**src/rtl/div_pkg.sv**
```systemverilog
// Shared definitions for the multi-cycle divider: FSM encodings, counter width
// and the divide-by-zero quotient.
package div_pkg;

    localparam int DIV_WIDTH = 32;
    localparam int DIV_CNT_W = $clog2(DIV_WIDTH);

    localparam logic [DIV_WIDTH-1:0] DIV_Q_DBZ = '1;

    typedef enum logic [1:0] {
        DIV_IDLE = 2'd0,
        DIV_BUSY = 2'd1,
        DIV_DONE = 2'd2
    } div_state_e;

endpackage

```
**src/rtl/div_step.sv**
```systemverilog
// One restoring-division step: shift the partial remainder left by one dividend
// bit, trial-subtract the divisor and shift the resulting quotient bit in.
module div_step #(
    parameter int WIDTH = 32
) (
    input  logic [WIDTH-1:0] rem_i,
    input  logic [WIDTH-1:0] quo_i,
    input  logic [WIDTH-1:0] divisor_i,
    output logic [WIDTH-1:0] rem_o,
    output logic [WIDTH-1:0] quo_o
);

    logic [WIDTH:0] shifted;
    logic [WIDTH:0] diff;
    logic           q_bit;

    // rem_i < divisor_i keeps diff inside (-2^WIDTH, 2^WIDTH), so the top bit is a clean borrow.
    assign shifted = {rem_i, quo_i[WIDTH-1]};
    assign diff    = shifted - {1'b0, divisor_i};
    assign q_bit   = ~diff[WIDTH];

    assign rem_o = q_bit ? diff[WIDTH-1:0] : shifted[WIDTH-1:0];
    assign quo_o = {quo_i[WIDTH-2:0], q_bit};

endmodule

```
**src/rtl/div_stall_unit.sv**
```systemverilog
// Radix-2 restoring divider for MIPS DIV/DIVU that stalls the pipeline while busy.
// Optional DIV_CANCEL_EN adds a cancel port that aborts a division on an exception flush.
module div_stall_unit
    import div_pkg::*;
#(
    parameter int WIDTH = DIV_WIDTH
) (
    input  logic             clk,
    input  logic             rst_n,
    input  logic             start,
    input  logic             signed_div,
    input  logic [WIDTH-1:0] dividend,
    input  logic [WIDTH-1:0] divisor,
`ifdef DIV_CANCEL_EN
    input  logic             cancel,
`endif
    output logic             stall,
    output logic             result_valid,
    output logic [WIDTH-1:0] quotient,
    output logic [WIDTH-1:0] remainder
);

    div_state_e           state_q, state_d;
    logic [DIV_CNT_W-1:0] cnt_q, cnt_d;
    logic [WIDTH-1:0]     rem_q, rem_d;
    logic [WIDTH-1:0]     quo_q, quo_d;
    logic [WIDTH-1:0]     dvs_q, dvs_d;
    logic [WIDTH-1:0]     raw_q, raw_d;
    logic                 neg_quo_q, neg_quo_d;
    logic                 neg_rem_q, neg_rem_d;
    logic                 dbz_q, dbz_d;
    logic [WIDTH-1:0]     quotient_q, quotient_d;
    logic [WIDTH-1:0]     remainder_q, remainder_d;
    logic [WIDTH-1:0]     step_rem, step_quo;
    logic                 cancel_w;

`ifdef DIV_CANCEL_EN
    assign cancel_w = cancel;
`else
    assign cancel_w = 1'b0;
`endif

    div_step #(.WIDTH(WIDTH)) u_step (
        .rem_i     (rem_q),
        .quo_i     (quo_q),
        .divisor_i (dvs_q),
        .rem_o     (step_rem),
        .quo_o     (step_quo)
    );

    // NOTE: every signal written here gets a default first, so no path can infer a latch.
    always_comb begin
        state_d      = state_q;
        cnt_d        = cnt_q;
        rem_d        = rem_q;
        quo_d        = quo_q;
        dvs_d        = dvs_q;
        raw_d        = raw_q;
        neg_quo_d    = neg_quo_q;
        neg_rem_d    = neg_rem_q;
        dbz_d        = dbz_q;
        quotient_d   = quotient_q;
        remainder_d  = remainder_q;
        stall        = 1'b0;
        result_valid = 1'b0;

        case (state_q)
            DIV_IDLE: begin
                stall = start;
                if (start && !cancel_w) begin
                    state_d   = DIV_BUSY;
                    cnt_d     = '0;
                    rem_d     = '0;
                    quo_d     = (signed_div && dividend[WIDTH-1]) ? -dividend : dividend;
                    dvs_d     = (signed_div && divisor[WIDTH-1])  ? -divisor  : divisor;
                    raw_d     = dividend;
                    neg_quo_d = signed_div & (dividend[WIDTH-1] ^ divisor[WIDTH-1]);
                    neg_rem_d = signed_div & dividend[WIDTH-1];
                    dbz_d     = (divisor == '0);
                end
            end
            DIV_BUSY: begin
                stall = 1'b1;
                if (cancel_w) begin
                    state_d = DIV_IDLE;
                end else begin
                    rem_d = step_rem;
                    quo_d = step_quo;
                    cnt_d = cnt_q + 1'b1;
                    if (cnt_q == DIV_CNT_W'(WIDTH - 1)) begin
                        state_d     = DIV_DONE;
                        quotient_d  = dbz_q ? DIV_Q_DBZ : (neg_quo_q ? -step_quo : step_quo);
                        remainder_d = dbz_q ? raw_q     : (neg_rem_q ? -step_rem : step_rem);
                    end
                end
            end
            DIV_DONE: begin
                // The stalled instruction is still in EX this cycle, so start is not re-sampled.
                result_valid = 1'b1;
                state_d      = DIV_IDLE;
            end
            default: state_d = DIV_IDLE;
        endcase
    end

    // NOTE: state registers use non-blocking assignments so all flops update together at the edge.
    always_ff @(posedge clk or negedge rst_n) begin
        if (!rst_n) begin
            state_q     <= DIV_IDLE;
            cnt_q       <= '0;
            rem_q       <= '0;
            quo_q       <= '0;
            dvs_q       <= '0;
            raw_q       <= '0;
            neg_quo_q   <= 1'b0;
            neg_rem_q   <= 1'b0;
            dbz_q       <= 1'b0;
            quotient_q  <= '0;
            remainder_q <= '0;
        end else begin
            state_q     <= state_d;
            cnt_q       <= cnt_d;
            rem_q       <= rem_d;
            quo_q       <= quo_d;
            dvs_q       <= dvs_d;
            raw_q       <= raw_d;
            neg_quo_q   <= neg_quo_d;
            neg_rem_q   <= neg_rem_d;
            dbz_q       <= dbz_d;
            quotient_q  <= quotient_d;
            remainder_q <= remainder_d;
        end
    end

    assign quotient  = quotient_q;
    assign remainder = remainder_q;

endmodule

```
**config.mk**
```make
export PLATFORM = sky130hd
export DESIGN_NAME = div_stall_unit
export DESIGN_NICKNAME = d
export VERILOG_FILES = /design/src/rtl/div_pkg.sv /design/src/rtl/div_step.sv /design/src/rtl/div_stall_unit.sv
export SDC_FILE = /design/constraint.sdc
export NUM_CORES = 1
export LEC_CHECK = 0
export ABC_AREA = 1
export BUFFER_PORTS_ARGS = -buffer_cell sky130_fd_sc_hd__buf_2
export CAP_MARGIN = 20
export CELL_PAD_IN_SITES_DETAIL_PLACEMENT = 0
export CELL_PAD_IN_SITES_GLOBAL_PLACEMENT = 1
export CORE_MARGIN = 3
export CORE_UTILIZATION = 35
export DETAILED_ROUTE_END_ITERATION = 16
export GPL_TIMING_DRIVEN = 0
export PLACE_DENSITY_LB_ADDON = 0.12
export SETUP_SLACK_MARGIN = 0.15
export SYNTH_ARGS = -nofsm -noshare
export SYNTH_HDL_FRONTEND = slang
export SYNTH_SLANG_ARGS = --single-unit
export TNS_END_PERCENT = 5
```
**constraint.sdc**
```tcl
create_clock -name clk -period 4.49 [get_ports clk]
set_input_delay 0.6735 -clock clk [delete_from_list [all_inputs] [get_ports clk]]
set_output_delay 0.6735 -clock clk [all_outputs]
set_load 0.01 [all_outputs]
```
Word-level counts from Yosys, hierarchy flattened

Index checks and enable logic that the tools add are counted.

Flip-flop bits (word level): 202
Input port bits: 68
Output and inout port bits: 66
Word-level logic and storage cells: 53

Add/subtract/negate cells: 6
Equal/unequal tests: 5
Mux-type cells: 18
Bitwise operators: 4
Reduce and logical (&&, ||, !) cells: 9

Operators by type and width:

| operator                                       | number |
|---|---|
| 2-to-1 mux 32 bit                              | 9 |
| negator 32 bit                                 | 4 |
| case mux 32 bit (2 select lines)               | 2 |
| subtractor 33 x 32 -> 33 bit                   | 1 |
| logical NOT 32 bit                             | 1 |
| case mux 5 bit (2 select lines)                | 1 |
| AND reduction 2 bit                            | 4 |
| adder 5 x 1 -> 5 bit (second input constant)   | 1 |
| == test 5 bit (second input constant)          | 1 |
| 2-to-1 mux 5 bit                               | 1 |
| 2-to-1 mux 2 bit                               | 2 |
| inequality test 2 bit (second input constant)  | 2 |
| case mux 2 bit (2 select lines)                | 1 |
| AND 1 bit                                      | 2 |
| == test 2 x 1 -> 1 bit (second input constant) | 1 |
| == test 2 bit (second input constant)          | 1 |
| logical AND 1 bit                              | 2 |
| logical NOT 2 bit                              | 1 |
| case mux 1 bit (2 select lines)                | 1 |
| nonzero test 2 bit                             | 1 |
| 2-to-1 mux 1 bit                               | 1 |
| NOT 1 bit                                      | 1 |
| XOR 1 bit                                      | 1 |

Longest topological paths before layout

Gate-level depths: netlist (run 1).

Depth in word-level cells: 5
Mapped depth: 29
Depth with buffers taken out: 27

Modules after synthesis

From an unflattened synthesis (run 1), not the netlist that was laid out.

Cells, all modules: 2336
Area, all modules: 15056.9 µm²

Modules (own cells, without submodules):

| module         | instances | cells an instance | area each (µm²) | sequential area each (µm²) |
|---|---|---|---|---|
| div_stall_unit | 1         | 1624              | 11666.2         | 5054.8 |
| div_step       | 1         | 712               | 3390.8          | 0.0 |

Least setup slack after synthesis (run 1)

Ideal clock, no wire load.

Path type: register -> register
Start point: register quo_q[31]
End point: register quotient_q[30], in the netlist quotient[30]
Library setup time: 119 ps
Data arrival time: 4028 ps
Data required time: 4371 ps
Setup slack: 343 ps
Cell stages (with the launch flop): 28
Buffers on the path: 1
Clock period less this slack: 4147 ps
Path through: dfrtp_1 > inv_1 > ha_1 > inv_1 > fa_1 > nand2_1 > nand2_1 > nand3_1 > nand2_1 > nand2_1 > nand2_1 > nand2_4 > nand3_2 > nand2_4 > buf_2 > ha_1 > nand3_1 > nor3_1 > nand3_1 > nor3_1 > nand4_1 > o21ai_0 > nand2_1 > a21oi_1 > o21ai_0 > xor2_1 > o22ai_1 > inv_1

Longest elaborated chain between the ends: 5

RTL lines:

| what                           | RTL line              | RTL |
|---|---|---|
| from (decl)                    | div_stall_unit.sv:26  | `logic [WIDTH-1:0] quo_q, quo_d;` |
| from (signal assigned)         | div_stall_unit.sv:124 | `quo_q <= quo_d;` |
| subtractor 33 x 32 -> 33 bit   | div_step.sv:19        | `assign diff = shifted - {1'b0, divisor_i};` |
| NOT 1 bit                      | div_step.sv:20        | `assign q_bit = ~diff[WIDTH];` |
| negator 32 bit                 | div_stall_unit.sv:92  | `quotient_d = dbz_q ? DIV_Q_DBZ : (neg_quo_q ? -step_quo : step_quo);` |
| 2-to-1 mux 32 bit (2 in a row) | div_stall_unit.sv:92  |  |
| to (signal assigned)           | div_stall_unit.sv:130 | `quotient_q <= quotient_d;` |
| to (decl)                      | div_stall_unit.sv:32  | `logic [WIDTH-1:0] quotient_q, quotient_d;` |

Every way passes these cells.
A chain may end at the register's enable or synchronous reset.

Worst setup path after layout (run 1)

Start point: register dvs_q[27]
End point: register quotient_q[28], in the netlist quotient[28]

Longest elaborated chain between the ends: 5

RTL lines:

| what                           | RTL line              | RTL |
|---|---|---|
| from (decl)                    | div_stall_unit.sv:27  | `logic [WIDTH-1:0] dvs_q, dvs_d;` |
| from (signal assigned)         | div_stall_unit.sv:125 | `dvs_q <= dvs_d;` |
| subtractor 33 x 32 -> 33 bit   | div_step.sv:19        |  |
| NOT 1 bit                      | div_step.sv:20        |  |
| negator 32 bit                 | div_stall_unit.sv:92  |  |
| 2-to-1 mux 32 bit (2 in a row) | div_stall_unit.sv:92  |  |

Every way passes these cells.

==> flow_metrics.env, run 1 <==
export IMPL_rsz0062_at_grt="false"
export IMPL_grt_first_pass_wirelength_um=79800
export IMPL_period_minus_slack_ns=4.11
export IMPL_cpMostUsedCell="nand2_1"
export IMPL_required_ns=4.95
export IMPL_antenna_found_initial=0
export IMPL_crit_arrival_ns=4.57
export IMPL_crit_slowest_cell="dfrtp_1"
export IMPL_synth_seq_cells=202
export IMPL_tns_ns=0
export IMPL_place_inst=2683
export IMPL_min_period_over_period=0.916
export IMPL_dieArea_mm2=0.0423
export IMPL_cts_root_buf="clkbuf_16"
export IMPL_fmax_mhz=243
export IMPL_grt_pass1_vias=13529
export IMPL_num_vias=13793
export IMPL_ys_types=51
export IMPL_slowest_delay_ns=0.36
export IMPL_coreArea_mm2=0.0390
export IMPL_wl_per_cell_um=19.2
export IMPL_ys_warn_count=0
export IMPL_hold_viol_final=0
export IMPL_ys_top_cells_by_area="dfrtp_1, nand2_1, inv_1"
export IMPL_synth_flop_cell="dfrtp_1"
export IMPL_fillCellCount=4188
export IMPL_place_congestion=0.904
export IMPL_cp_max_fo=5
export IMPL_antenna_cells=0
export IMPL_dp_hpwl_um=42100
export IMPL_netlist_area_leader_share=0.362
export IMPL_clock_sinks=202
export IMPL_first_iter_violations=1187
export IMPL_drv_slew=0
export IMPL_crit_type="register to register"
export IMPL_syn_nets=2138
export IMPL_insertion_delay_ns=0.57
export IMPL_finalCoreUtilization=0.427
export IMPL_fin_skew_ns=0.0345
export IMPL_portBuffers=133
export IMPL_area_growth_pct=19.3
export IMPL_htree_levels=1
export IMPL_antenna_left=0
export IMPL_synthArstFlopShare=1.00
export IMPL_synth_most_common_cell="nand2_1"
export IMPL_dpl_cell_area_mm2=0.0153
export IMPL_maxCapViolCount=0
export IMPL_grt_overflow_total=0
export IMPL_dr_pass1_iters=5
export IMPL_synth_cell_area_mm2=0.0140
export IMPL_drive_gt1_frac=0.133
export IMPL_fp_dieW_um=206
export IMPL_hold_path_class="primary input to async pin"
export IMPL_path_clk_slew_ns=0.06
export IMPL_via_per_inst=5.03
export IMPL_ctsHoldBuffers=0
export IMPL_rows=72
export IMPL_initial_core_util=0.358
export IMPL_setup_worst_path_end_class="register"
export IMPL_synth_largest_area_cell="dfrtp_1"
export IMPL_cts_tree="yes"
export IMPL_setup_viol=0
export IMPL_maxSlewHeadroom=0.459
export IMPL_critPathLaunchType="register"
export IMPL_synthTopCellsByCount="nand2_1, inv_1, dfrtp_1"
export IMPL_wirelength_um=52600
export IMPL_ys_seq_area_frac=0.362
export IMPL_grt_usage=0.247
export IMPL_grt_max_degree=116
export IMPL_dieHeight_um=206
export IMPL_cts_buffer_depth=3
export IMPL_synth_edf_count=0
export IMPL_synth_cells=2031
export IMPL_cts_buffers=26
export IMPL_pin_count=134
export IMPL_status="finished, final reports clean"
export IMPL_avgSynthCellArea_um2=6.88
export IMPL_post_route_drc_count=0
export IMPL_fin_area_mm2=0.0167
export IMPL_final_nets=2313
export IMPL_fin_cells=2743
export IMPL_max_slew_worst_pin_slew_ns=0.812
==> worst max-delay path: cells and delay by family, from the launching register on <==
kind	cells	cell delay, ns
compound gates	4	0.76
xor+xnor	1	0.16
fa+ha+maj	2	0.45
buf+inv	5	0.74
flops	1	0.36
simple gates	13	1.49
==> placed cells by master (no fill, tap or decap), types with 5 or more instances in the layout <==
cell | Yosys | final
nor2_1 | 175 | 169
nor2_2 | 6 | 11
inv_1 | 254 | 248
a21oi_1 | 55 | 54
buf_2 | 2 | 133
nand2_2 | 17 | 22
nand4_1 | 19 | 19
nor3_1 | 31 | 29
ha_4 | 0 | 13
nand3_1 | 85 | 84
dfrtp_1 | 202 | 202
o21ai_1 | 6 | 8
o22ai_1 | 56 | 56
clkbuf_1 | 54 | 55
o22a_1 | 9 | 9
nor4_1 | 8 | 8
inv_2 | 4 | 10
clkbuf_16 | 0 | 26
buf_1 | 5 | 5
o21ai_0 | 128 | 125
o211ai_1 | 5 | 5
nand2_1 | 663 | 656
bufinv_16 | 0 | 5
ha_1 | 38 | 23
buf_4 | 4 | 17
nand2_4 | 6 | 7
xnor2_1 | 29 | 29
nand3b_1 | 6 | 6
a22oi_1 | 30 | 30
o21bai_1 | 8 | 8
o21ai_2 | 6 | 7
xor2_1 | 75 | 75
==> through the flow <==
step | hold slack, ns | setup slack [ns]
after global placement | 0.463 | -1.05
after global routing | 0.174 | 0.150
final | 0.101 | 0.379
after CTS | 0.167 | 0.154
after detailed placement | 0.460 | -1.06
after floorplan | 0.378 | 0.343
==> sequential cells by signal (all words and copies together) (netlist names), 2 cells and up <==
signal	cells
raw_q	32
rem_q	32
remainder	32
quotient	32
dvs_q	32
cnt_q	5
state_q	2
quo_q	32
==> logic make-up after synthesis <==
kind of cell | after synthesis | share of synthesized area
simple gates | 1030 | 0.306
buf+inv | 330 | 0.0924
compound gates | 326 | 0.139
flops | 202 | 0.362
xor+xnor | 104 | 0.0652
fa+ha+maj | 39 | 0.0355
==> routing by layer <==
layer  global-route usage  wire [um]
met2                0.387      23200
met1                0.367      25600
met3               0.0334       2870
met4               0.0444        831
met5                    0          0
==> layout make-up <==
| class | count | area (um^2) | area share |
|---|---|---|---|
| buffer | 69 | 320 | 0.0192 |
| clock buffer | 31 | 709 | 0.0426 |
| tap | 518 | 648 | 0.0389 |
| sequential | 202 | 5050 | 0.303 |
| clock inverter | 16 | 253 | 0.0152 |
| multi-input combinational | 1499 | 7890 | 0.474 |
| inverter | 261 | 980 | 0.0588 |
| timing repair buffer | 147 | 801 | 0.0481 |
==> repair_timing <==
item / 4_1_cts / 5_1_grt
pin swaps: 6 / 6
endpoints found under the hold margin: 0 / 0
resized for setup: 21 / 36
gates cloned: 0 / 0
setup endpoints to repair: 11 / 7
setup buffers: 10 / 3
==> worst paths after layout <==
| kind | from | end | slack [ns] | cells past startpoint |
|---|---|---|---|---|
| max | dvs_q[27] | quotient[28] | 0.38 | 25 |
| min | rst_n | rem_q[28] | 0.10 | 1 |
| max reg2reg | dvs_q[27] | quotient[28] | 0.38 | 25 |
| min reg2reg | remainder[27] | remainder[27] | 0.47 | 2 |
| max in group asynchronous | rst_n | cnt_q[1] | 3.33 | 2 |
| min in group clk | dividend[31] | quo_q[31] | 0.40 | 3 |
Power of run 1 is not shown: default switching activity piles up to over one toggle a cycle in this logic, so the estimate is an artifact.
==> run 2: changes to the inputs <==
--- a/config.mk
+++ b/config.mk
@@ -14,7 +14,8 @@
 export CORE_UTILIZATION = 35
 export DETAILED_ROUTE_END_ITERATION = 16
 export GPL_TIMING_DRIVEN = 0
-export PLACE_DENSITY_LB_ADDON = 0.12
+export MAX_ROUTING_LAYER = met4
+export PLACE_DENSITY = 0.79
 export SETUP_SLACK_MARGIN = 0.15
 export SYNTH_ARGS = -nofsm -noshare
 export SYNTH_HDL_FRONTEND = slang
==> flow_metrics.env, run 2 (synthesis results as in run 1) <==
export IMPL_fmax_mhz=247
export IMPL_maxCapViolCount=0
export IMPL_grt_first_pass_wirelength_um=76900
export IMPL_first_iter_violations=1275
export IMPL_post_route_drc_count=0
export IMPL_grt_usage=0.241
export IMPL_htree_levels=1
export IMPL_antenna_cells=0
export IMPL_min_period_over_period=0.901
export IMPL_finalCoreUtilization=0.419
export IMPL_period_minus_slack_ns=4.04
export IMPL_insertion_delay_ns=0.55
export IMPL_fp_dieW_um=206
export IMPL_grt_max_degree=124
export IMPL_hold_viol_final=0
export IMPL_cts_buffer_depth=3
export IMPL_rrSetupSlack_ns=0.45
export IMPL_path_clk_slew_ns=0.06
export IMPL_mostFrequentLayoutCells="nand2_1, inv_1, dfrtp_1, nor2_1, buf_2"
export IMPL_rsz0062_at_grt="false"
export IMPL_grt_overflow_total=0
export IMPL_max_slew_worst_pin_slew_ns=0.759
export IMPL_crit_type="register to register"
export IMPL_drv_slew=0
export IMPL_status="finished, final reports clean"
export IMPL_setup_worst_path_end_class="register"
export IMPL_antenna_found_initial=0
export IMPL_ctsHoldBuffers=0
export IMPL_dr_pass1_iters=5
export IMPL_via_per_inst=5.11
export IMPL_dp_hpwl_um=40300
export IMPL_fin_skew_ns=0.0274
export IMPL_initial_core_util=0.358
export IMPL_final_nets=2309
export IMPL_area_growth_pct=16.9
export IMPL_cts_buffers=24
export IMPL_clock_sinks=202
export IMPL_dieArea_mm2=0.0423
export IMPL_required_ns=4.92
export IMPL_setup_viol=0
export IMPL_critPathLaunchType="register"
export IMPL_place_congestion=0.925
export IMPL_crit_arrival_ns=4.47
export IMPL_antenna_left=0
export IMPL_portBuffers=133
export IMPL_dieHeight_um=206
export IMPL_fillCellCount=4182
export IMPL_coreArea_mm2=0.0390
export IMPL_wirelength_um=50400
export IMPL_grt_pass1_vias=13161
export IMPL_wl_per_cell_um=18.4
export IMPL_pin_count=134
export IMPL_cts_root_buf="clkbuf_16"
export IMPL_rows=72
export IMPL_hold_path_class="primary input to async pin"
export IMPL_maxSlewHeadroom=0.494
export IMPL_drive_gt1_frac=0.122
export IMPL_final_common_cell="nand2_1"
export IMPL_num_vias=14003
export IMPL_cp_max_fo=5
export IMPL_cts_tree="yes"
## run 2: cell count changes in the layout (fill, tap and decap cells not counted), sizes merged
| cell | change |
|---|---|
| inv | -2 |
| bufinv | -4 |
| buf | -2 |
| clkbuf | +3 |
## run 2: layer usage
layer	track usage	routed length (um)
met5	-	0
met4	0.0532	1100
met3	0.0237	2600
met2	0.366	22400
met1	0.350	24400
## run 2: timing repair
item	in CTS	in global routing
pin swaps	5	8
resized for setup	9	26
endpoints found under the setup margin	9	8
setup buffers	4	7
## run 2: through the flow
step / setup slack, ns / setup TNS (ns) / std cells / instance area, um^2 / hold slack [ns]
global placement: -0.830 / -165.75 / 2682 / 15300 / 0.459
global route: 0.136 / 0 / 2738 / 16300 / 0.143
floorplan: 0.343 / 0 / 2031 / 14000 / 0.378
detailed placement: -0.666 / -2.02 / 2683 / 15300 / 0.461
CTS: 0.154 / 0 / 2731 / 16200 / 0.127
finish: 0.446 / 0 / 2738 / 16300 / 0.0952
## run 2: area by class of cell
type	count	area, um^2	share of cell area
Buffer	69	320	0.0196
Clock buffer	34	698	0.0428
Clock inverter	10	93.8	0.00575
Inverter	261	980	0.0600
Multi-Input combinational cell	1499	7740	0.474
Sequential cell	202	5050	0.310
Tap cell	518	648	0.0397
Timing Repair Buffer	145	786	0.0481
## run 2: worst max-delay path, stage by stage, from the launching register on
cell and delay [ns]:
dfrtp_1 0.37, inv_1 0.17, ha_2 0.35, a21oi_1 0.23
nand2_1 0.12, inv_1 0.07, nand2_1 0.10, a21oi_4 0.27
nand3_4 0.16, nand2_4 0.12, buf_8 0.11, ha_2 0.17
nand3_1 0.11, nor3_2 0.18, nand3_2 0.13, nor3_4 0.17
nand4_1 0.19, o21ai_2 0.24, nand2_2 0.10, a21oi_2 0.14
o21ai_0 0.12, xor2_1 0.17, o22ai_1 0.11, inv_1 0.06
## run 2: path summary, 6_finish.rpt
path	end	from	depth (start not counted)
hold / removal	remainder[23]	rst_n	1
setup / recovery	quotient[30]	dvs_q[23]	23
hold reg to reg	remainder[20]	remainder[20]	2
setup reg to reg	quotient[30]	dvs_q[23]	23
max in group asynchronous	quo_q[31]	rst_n	2
min in group clk	quo_q[31]	dividend[31]	3
Power of run 2 is left out for the same reason.
==> run 3: changes to the inputs <==
--- a/config.mk
+++ b/config.mk
@@ -12,6 +12,7 @@
 export CELL_PAD_IN_SITES_GLOBAL_PLACEMENT = 1
 export CORE_MARGIN = 3
 export CORE_UTILIZATION = 35
+export CTS_BUF_LIST = sky130_fd_sc_hd__clkbuf_16
 export DETAILED_ROUTE_END_ITERATION = 16
 export GPL_TIMING_DRIVEN = 0
 export MAX_ROUTING_LAYER = met4
==> flow_metrics.env, run 3 (synthesis results as in run 1) <==
export IMPL_antenna_found_initial=0
export IMPL_period_minus_slack_ns=4.05
export IMPL_dieHeight_um=206
export IMPL_fillCellCount=4200
export IMPL_coreArea_mm2=0.0390
export IMPL_antenna_left=0
export IMPL_cts_root_buf="clkbuf_16"
export IMPL_num_vias=13991
export IMPL_cp_max_fo=5
export IMPL_max_slew_worst_pin_slew_ns=0.766
export IMPL_min_period_over_period=0.902
export IMPL_antenna_cells=0
export IMPL_required_ns=4.92
export IMPL_status="finished, final reports clean"
export IMPL_highest_layer="met4"
export IMPL_fp_dieW_um=206
export IMPL_dpl_cell_area_mm2=0.0153
export IMPL_wl_met1_um=24500
export IMPL_initial_core_util=0.358
export IMPL_path_clk_slew_ns=0.06
export IMPL_first_iter_violations=1283
export IMPL_hold_ws_ns=0.109
export IMPL_met2_length_um=22400
export IMPL_ctsHoldBuffers=0
export IMPL_place_congestion=0.925
export IMPL_post_route_drc_count=0
export IMPL_drv_slew=0
export IMPL_grt_overflow_total=0
export IMPL_portBuffers=133
export IMPL_drive_gt1_frac=0.119
export IMPL_hold_path_class="primary input to async pin"
export IMPL_dp_hpwl_um=40300
export IMPL_setup_viol=0
export IMPL_pin_count=134
export IMPL_wl_per_cell_um=18.4
export IMPL_grt_pass1_vias=13186
export IMPL_area_growth_pct=16.5
export IMPL_clock_sinks=202
export IMPL_wirelength_um=50400
export IMPL_maxSlewHeadroom=0.489
export IMPL_cts_buffers=24
export IMPL_cts_buffer_depth=3
export IMPL_cts_tree="yes"
export IMPL_insertion_delay_ns=0.55
export IMPL_final_nets=2309
export IMPL_dr_pass1_iters=6
export IMPL_hold_viol_final=0
export IMPL_grt_first_pass_wirelength_um=76800
export IMPL_rows=72
export IMPL_fin_area_mm2=0.0163
export IMPL_maxCapViolCount=0
export IMPL_htree_levels=1
export IMPL_crit_type="register to register"
export IMPL_wl_met3_um=2530
export IMPL_via_per_inst=5.11
export IMPL_ff2ff_path_depth=23
export IMPL_dieArea_mm2=0.0423
export IMPL_rrSetupSlack_ns=0.44
export IMPL_mostFrequentLayoutCells="nand2_1, inv_1, dfrtp_1, nor2_1, buf_2"
export IMPL_fin_skew_ns=0.0267
export IMPL_critPathLaunchType="register"
export IMPL_grt_max_degree=124
export IMPL_rsz0062_at_grt="false"
export IMPL_setup_worst_path_end_class="register"
export IMPL_final_common_cell="nand2_1"
export IMPL_fmax_mhz=247
export IMPL_crit_arrival_ns=4.48
export IMPL_crit_reg2reg_launch="dvs_q[23]"
export IMPL_grt_usage=0.241
export IMPL_rr_endpoint="quotient[30]"
==> run 3: cell types whose count changed in the layout (fill, tap and decap cells not counted), sizes merged <==
cell    change
clkbuf     -10
clkinv      +6
inv         +4
==> run 3: cell type report <==
cell class | instances | area (um^2) | area share
inverters | 261 | 980 | 0.0602
clock inverters | 20 | 131 | 0.00808
multi-input cells | 1499 | 7740 | 0.476
flip-flops and latches | 202 | 5050 | 0.311
clock buffers | 24 | 601 | 0.0369
well taps | 518 | 648 | 0.0398
plain buffers | 69 | 320 | 0.0197
repair buffers | 145 | 786 | 0.0483
==> run 3: routing by layer <==
layer  global-route usage  vias up
li1                     -     6868
met1                0.350     6690
met2                0.366      376
met3               0.0237       57
met4               0.0527        0
met5                    -        -
==> run 3: timing repair <==
item / 4_1_cts / 5_1_grt
endpoints found under the hold margin: 0 / 0
setup buffers: 4 / 7
pin swaps: 5 / 8
gates resized for setup: 9 / 26
cloned: 0 / 0
setup endpoints to repair: 9 / 8
==> run 3: critical path: stages (launching register included) <==
cell and delay [ns]:
dfrtp_1 0.37, inv_1 0.17, ha_2 0.35, a21oi_1 0.23
nand2_1 0.12, inv_1 0.07, nand2_1 0.10, a21oi_4 0.28
nand3_4 0.16, nand2_4 0.12, buf_8 0.11, ha_2 0.16
nand3_1 0.11, nor3_2 0.18, nand3_2 0.13, nor3_4 0.16
nand4_1 0.19, o21ai_2 0.24, nand2_2 0.10, a21oi_2 0.14
o21ai_0 0.12, xor2_1 0.17, o22ai_1 0.11, inv_1 0.06
==> run 3: worst max path at each step <==
stage                         start            to  slack (ns)  cells after the start
after CTS                 rem_q[17]  quotient[28]        0.15                     25
final                     dvs_q[23]  quotient[30]        0.44                     23
after global placement        rst_n  remainder[5]       -0.83                      1
after detailed placement  quo_q[31]  quotient[30]       -0.67                     27
after global routing      quo_q[31]  quotient[28]        0.14                     28
after floorplan           quo_q[31]  quotient[30]        0.34                     27
==> run 3: stage by stage <==
step	setup TNS (ns)	setup slack, ns	std cells	util
final	0	0.438	2738	0.417
after global placement	-165.75	-0.830	2682	0.392
after detailed placement	-2.02	-0.666	2683	0.393
after floorplan	0	0.343	2031	-
after global routing	0	0.139	2738	0.417
after CTS	0	0.154	2731	0.413
Power of run 3 is left out for the same reason.
